$ cat src/rtl/seq_pattern_fsm.sv
// -----------------------------------------------------------------------------
// seq_pattern_fsm
//
// Moore-style serial pattern detector. The state is the length of the longest
// prefix of PATTERN (MSB received first) that is a suffix of the bits accepted
// so far. A complete match produces a one-cycle registered pulse on `match`
// and bumps a saturating match counter.
//
// Parameters:
//   LEN      pattern length in bits (2..32)
//   PATTERN  pattern bits, MSB first on the wire
//   OVERLAP  1 = overlapping matches allowed, 0 = restart from empty after match
//   CNT_W    match counter width
//   TIMEOUT  idle limit (only with SEQ_PATTERN_TIMEOUT_EN defined)
//
// Ports:
//   clk      rising-edge clock
//   rst      asynchronous active-high reset
//   en       sample qualifier; din is consumed only when en=1
//   din      serial data bit
//   clr      synchronous clear of count (wins over a simultaneous increment)
//   state_o  current matched-prefix length, 0..LEN
//   match    one-cycle registered pulse, high in the cycle after a full match
//   count    saturating number of matches
//
// Optional build macro: SEQ_PATTERN_TIMEOUT_EN
//   When defined, a partial (or parked full) match is abandoned after TIMEOUT
//   consecutive en=0 cycles; the state returns to 0 on the TIMEOUT-th idle
//   edge. The timeout never touches match or count.
//
// Handshake: there is no back-pressure. en is a plain qualifier; every edge
// with en=1 consumes exactly one din bit.
// -----------------------------------------------------------------------------
module seq_pattern_fsm #(
  parameter int             LEN     = 4,
  parameter logic [LEN-1:0] PATTERN = 4'b1011,
  parameter bit             OVERLAP = 1'b1,
  parameter int             CNT_W   = 8,
`ifdef SEQ_PATTERN_TIMEOUT_EN
  parameter int             TIMEOUT = 16,
`endif
  localparam int            SW      = $clog2(LEN + 1)
) (
  input  logic             clk,
  input  logic             rst,
  input  logic             en,
  input  logic             din,
  input  logic             clr,
  output logic [SW-1:0]    state_o,
  output logic             match,
  output logic [CNT_W-1:0] count
);

  // Only the two end points get names; intermediate prefix lengths are
  // reached through the elaborated transition tables.
  typedef enum logic [SW-1:0] {
    ST_EMPTY = '0,
    ST_FULL  = SW'(LEN)
  } state_t;

  localparam logic [CNT_W-1:0] CNT_MAX = '1;

  // Next prefix length from state s on bit b. Checks every candidate length k
  // (ascending, so the longest match wins) against the tail of the sequence
  // "matched prefix of length s, then b". A non-overlapping detector sitting
  // at the full length behaves as if it were empty.
  function automatic int calc_next(input int s_in, input logic b);
    int   s;
    int   res;
    int   idx;
    int   pidx;
    logic ok;
    logic bit_at;
    s   = (s_in == LEN && !OVERLAP) ? 0 : s_in;
    res = 0;
    for (int k = 1; k <= LEN; k++) begin
      if (k <= s + 1) begin
        ok = 1'b1;
        for (int j = 0; j < k; j++) begin
          idx    = s + 1 - k + j;
          pidx   = (idx < LEN) ? (LEN - 1 - idx) : 0;
          bit_at = (idx == s) ? b : PATTERN[pidx];
          if (bit_at != PATTERN[LEN-1-j]) ok = 1'b0;
        end
        if (ok) res = k;
      end
    end
    return res;
  endfunction

  // Transition tables, constant after elaboration.
  logic [SW-1:0] nxt0 [LEN+1];
  logic [SW-1:0] nxt1 [LEN+1];

  for (genvar g = 0; g <= LEN; g++) begin : g_tab
    assign nxt0[g] = SW'(calc_next(g, 1'b0));
    assign nxt1[g] = SW'(calc_next(g, 1'b1));
  end

  state_t           state_q, state_d;
  logic             match_q, match_d;
  logic [CNT_W-1:0] count_q, count_d;

`ifdef SEQ_PATTERN_TIMEOUT_EN
  localparam int IW = $clog2(TIMEOUT + 1);
  logic [IW-1:0] idle_q, idle_d;
`endif

  always_comb begin
    state_d = state_q;
    match_d = 1'b0;
    count_d = count_q;
`ifdef SEQ_PATTERN_TIMEOUT_EN
    idle_d  = '0;
`endif
    if (en) begin
      state_d = state_t'(din ? nxt1[state_q] : nxt0[state_q]);
      // Any accepted bit that lands on the full length is a fresh match,
      // including LEN -> LEN on self-overlapping patterns.
      match_d = (state_d == ST_FULL);
    end
`ifdef SEQ_PATTERN_TIMEOUT_EN
    else if (state_q != ST_EMPTY) begin
      // idle_q counts earlier idle edges, so this edge is idle_q+1.
      if (idle_q == IW'(TIMEOUT - 1)) begin
        state_d = ST_EMPTY;
      end else begin
        idle_d = idle_q + 1'b1;
      end
    end
`endif

    if (clr) begin
      count_d = '0;
    end else if (match_d && count_q != CNT_MAX) begin
      count_d = count_q + 1'b1;
    end
  end

  always_ff @(posedge clk or posedge rst) begin
    if (rst) begin
      state_q <= ST_EMPTY;
      match_q <= 1'b0;
      count_q <= '0;
`ifdef SEQ_PATTERN_TIMEOUT_EN
      idle_q  <= '0;
`endif
    end else begin
      state_q <= state_d;
      match_q <= match_d;
      count_q <= count_d;
`ifdef SEQ_PATTERN_TIMEOUT_EN
      idle_q  <= idle_d;
`endif
    end
  end

  assign state_o = state_q;
  assign match   = match_q;
  assign count   = count_q;

endmodule

$ cat config.mk
export PLATFORM = sky130hd
export DESIGN_NAME = seq_pattern_fsm
export DESIGN_NICKNAME = d
export VERILOG_FILES = /design/src/rtl/seq_pattern_fsm.sv
export SDC_FILE = /design/constraint.sdc
export NUM_CORES = 1
export LEC_CHECK = 0
export CELL_PAD_IN_SITES_DETAIL_PLACEMENT = 0
export CELL_PAD_IN_SITES_GLOBAL_PLACEMENT = 2
export CORE_MARGIN = 2
export CORE_UTILIZATION = 31
export CTS_BUF_LIST = sky130_fd_sc_hd__clkbuf_8
export DETAILED_ROUTE_END_ITERATION = 7
export PLACE_DENSITY = 0.84
export SKIP_CTS_REPAIR_TIMING = 1
export SLEW_MARGIN = 20
export SYNTH_ARGS = -nofsm -noshare
export SYNTH_HDL_FRONTEND = slang
export SYNTH_SLANG_ARGS = --single-unit
export TNS_END_PERCENT = 20
$ cat constraint.sdc
create_clock -name clk -period 2.9 [get_ports clk]
set_clock_uncertainty 0.15 [all_clocks]
set_input_delay 0.58 -clock clk [delete_from_list [all_inputs] [get_ports clk]]
set_output_delay 0.58 -clock clk [all_outputs]
set_load 0.01 [all_outputs]
==> impl_results.md <==
- Status: completed
- First-pass GRT wire length: around 2.3 mm
- Dominant synthesized flop cell: dfrtp_1
- Core Footprint: 1960 µm²
- All-Layer GR Usage: 0.126
- Post-Synthesis Cell Area: 643 µm²
- IR drop worst, VDD: 219 µV
- RSZ-0062 raised after global routing: false
- Area growth, synth to finish: 34.8%
- Minimum clock period: about 2000 ps
- PortBufs: 16
- Num rows: 16
- Share of layout cells above drive strength 1: 0.105
- Min-Delay Path Depth: 1
- Min-delay src: count[3]
- Crit start category: input pin
- RR Endpoint: count[5]
- DRC viols: 0
- CTS tree: done
- Yosys cell types: 28
- Finish-stage setup viols: 0
- Synth top area share: 0.467
- Via count: 540
- Initial Util: 0.328
- Drt first-iter violations: 8
- Clock buffer count from CTS: 3
- Count of pins over their slew limit: 0
- Data required time of the critical path: 2880 ps
- Relative slew margins: 0.689
- Die W: 49.5 µm
- FMAX: around 500 MHz
- Antenna Nets Post-Route: 0
- Post-Route WL: 1.38 mm
- Top cells by count, synth: dfrtp_1, nor2_1, inv_1, nand2_1, nand3_1
- Mapped Cells: 68
- Hold Fails Final Rpt: 0
- ANT cells: 0
- Yosys Warn Count: 0
- Synth Net Count: 74
- Pin count of the biggest net entering global routing: 13
- Number of global-route vias before repair: 511
- Hold Path End: count[3]
- R2R depth: 4
- Clock sinks: 12
- Vias per cell: around 4.8
- CP max FO: 7
- Critical path type: input pin to register
- Routed WL per cell: 12.2 µm
- Hpwl dp: 1.07 mm
- Number of synthesized register bits: 12
- R2R Setup Slk: 1140 ps
- Reg-to-Reg Start: state_o[2]
- TNS Setup: 0 ps
- Height of the chip: 49.5 µm
- Clock Latency Late Sink: around 240 ps
- Die footprint: 2450 µm²
- Lkg Pwr: 0.364 nW
- Most frequent cell after synthesis: dfrtp_1
- Synth area leader: dfrtp_1
- Avg Synthesized Cell Area: 9.46 µm²
- Least-Margin Pin Slew: 466 ps
- Arrival @ worst endpoint: 2010 ps
- Count of flip-flops with a built-in enable after synthesis: 0
- IO Count: 17
- Seq/Total Area, Yosys: 0.467
- Longest Clk Path Bufs: 2
- Crit share post-route: 0.701
- Top area cells in the synthesized netlist: dfrtp_1, nor2_1, inv_1
- Nets: between 90 and 100
- Ys async rst share: 1.00
- Worst setup EP type: register
- Clock slew seen by the registers of the worst setup and hold paths: 50 ps
- CTS Root Cell: clkbuf_8
- Max-Cap Viols: 0
- Post-layout util: 0.442
- DR pass1 iterations: 3
- Pwr per Cell Area: 426 nW/µm²
- Htree depth: 1
- GPL Wtd Cong: a little over 0.7
- HP Class: register to register
- Initial antenna violation count: 0
- Overflow after GRT: 0
==> cell families after synthesis <==
family,Yosys count,synth area share
buf+inv,8,0.0584
fa+ha+maj,1,0.0195
compound gates,11,0.119
simple gates,32,0.270
mux,4,0.0661
flops,12,0.467
==> cells in the final DEF, fill, tap and decap left out, types with 2 or more instances in the layout <==
cell	instances
dfrtp_1	12
nor2_1	8
inv_1	7
a31oi_1	2
mux2i_1	2
mux2_2	2
clkbuf_8	3
nand3_1	4
a21boi_0	2
nor3_1	3
nand2_1	7
clkdlybuf4s50_1	16
o22ai_1	2
==> worst max-delay path: stages <==
cell and delay [ps]:
clkdlybuf4s50_1 590, nand3_2 150, nor4_2 330, mux2_2 360
==> metal layers <==
metal  GRT usage  up-vias  wire [µm]
met5           0        -          0
met4      0.0833        0         40
met3      0.0303        5         56
met2       0.189       15        590
met1       0.159      245        688
li1            -      275          -
==> how the worst max path moves through the flow <==
stage	from	end	cells past startpoint
floorplan	state_o[2]	count[5]	4
global placement	en	count[5]	4
detailed placement	en	count[5]	4
CTS	en	count[5]	4
global route	count[4]	count[4]	1
finish	en	count[5]	4
==> layout make-up <==
| cell class | count | area, µm² |
|---|---|---|
| repair buffers | 16 | 160 |
| multi-input cells | 48 | 305 |
| clock buffers | 3 | 41.3 |
| flip-flops and latches | 12 | 300 |
| well taps | 27 | 33.8 |
| fillers | 211 | 1090 |
| inverters | 7 | 26.3 |
==> stage by stage <==
| step | area (µm²) | worst slack, ps | hold WS [ps] | total power, mW | instances |
|---|---|---|---|---|---|
| after floorplan | 643 | 1220 | 295 | 0.201 | 68 |
| after global placement | 826 | 652 | 396 | 0.223 | 110 |
| after detailed placement | 826 | 611 | 393 | 0.223 | 110 |
| after CTS | 867 | 866 | 400 | 0.375 | 113 |
| after global routing | 867 | 814 | 427 | 0.388 | 113 |
| final | 867 | 867 | 404 | 0.369 | 113 |
==> registers in the layout (all words and copies together), names as in the netlist <==
signal and count:
count 8, state_o 3, match 1
==> power breakdown <==
group          leakage, nW  internal, mW  switching, mW
clock network       0.0216        0.0913         0.0586
logic                0.178        0.0205         0.0200
registers            0.165         0.173        0.00579
total                0.364         0.285         0.0844
No activity file was read; power rests on OpenSTA's default activity.
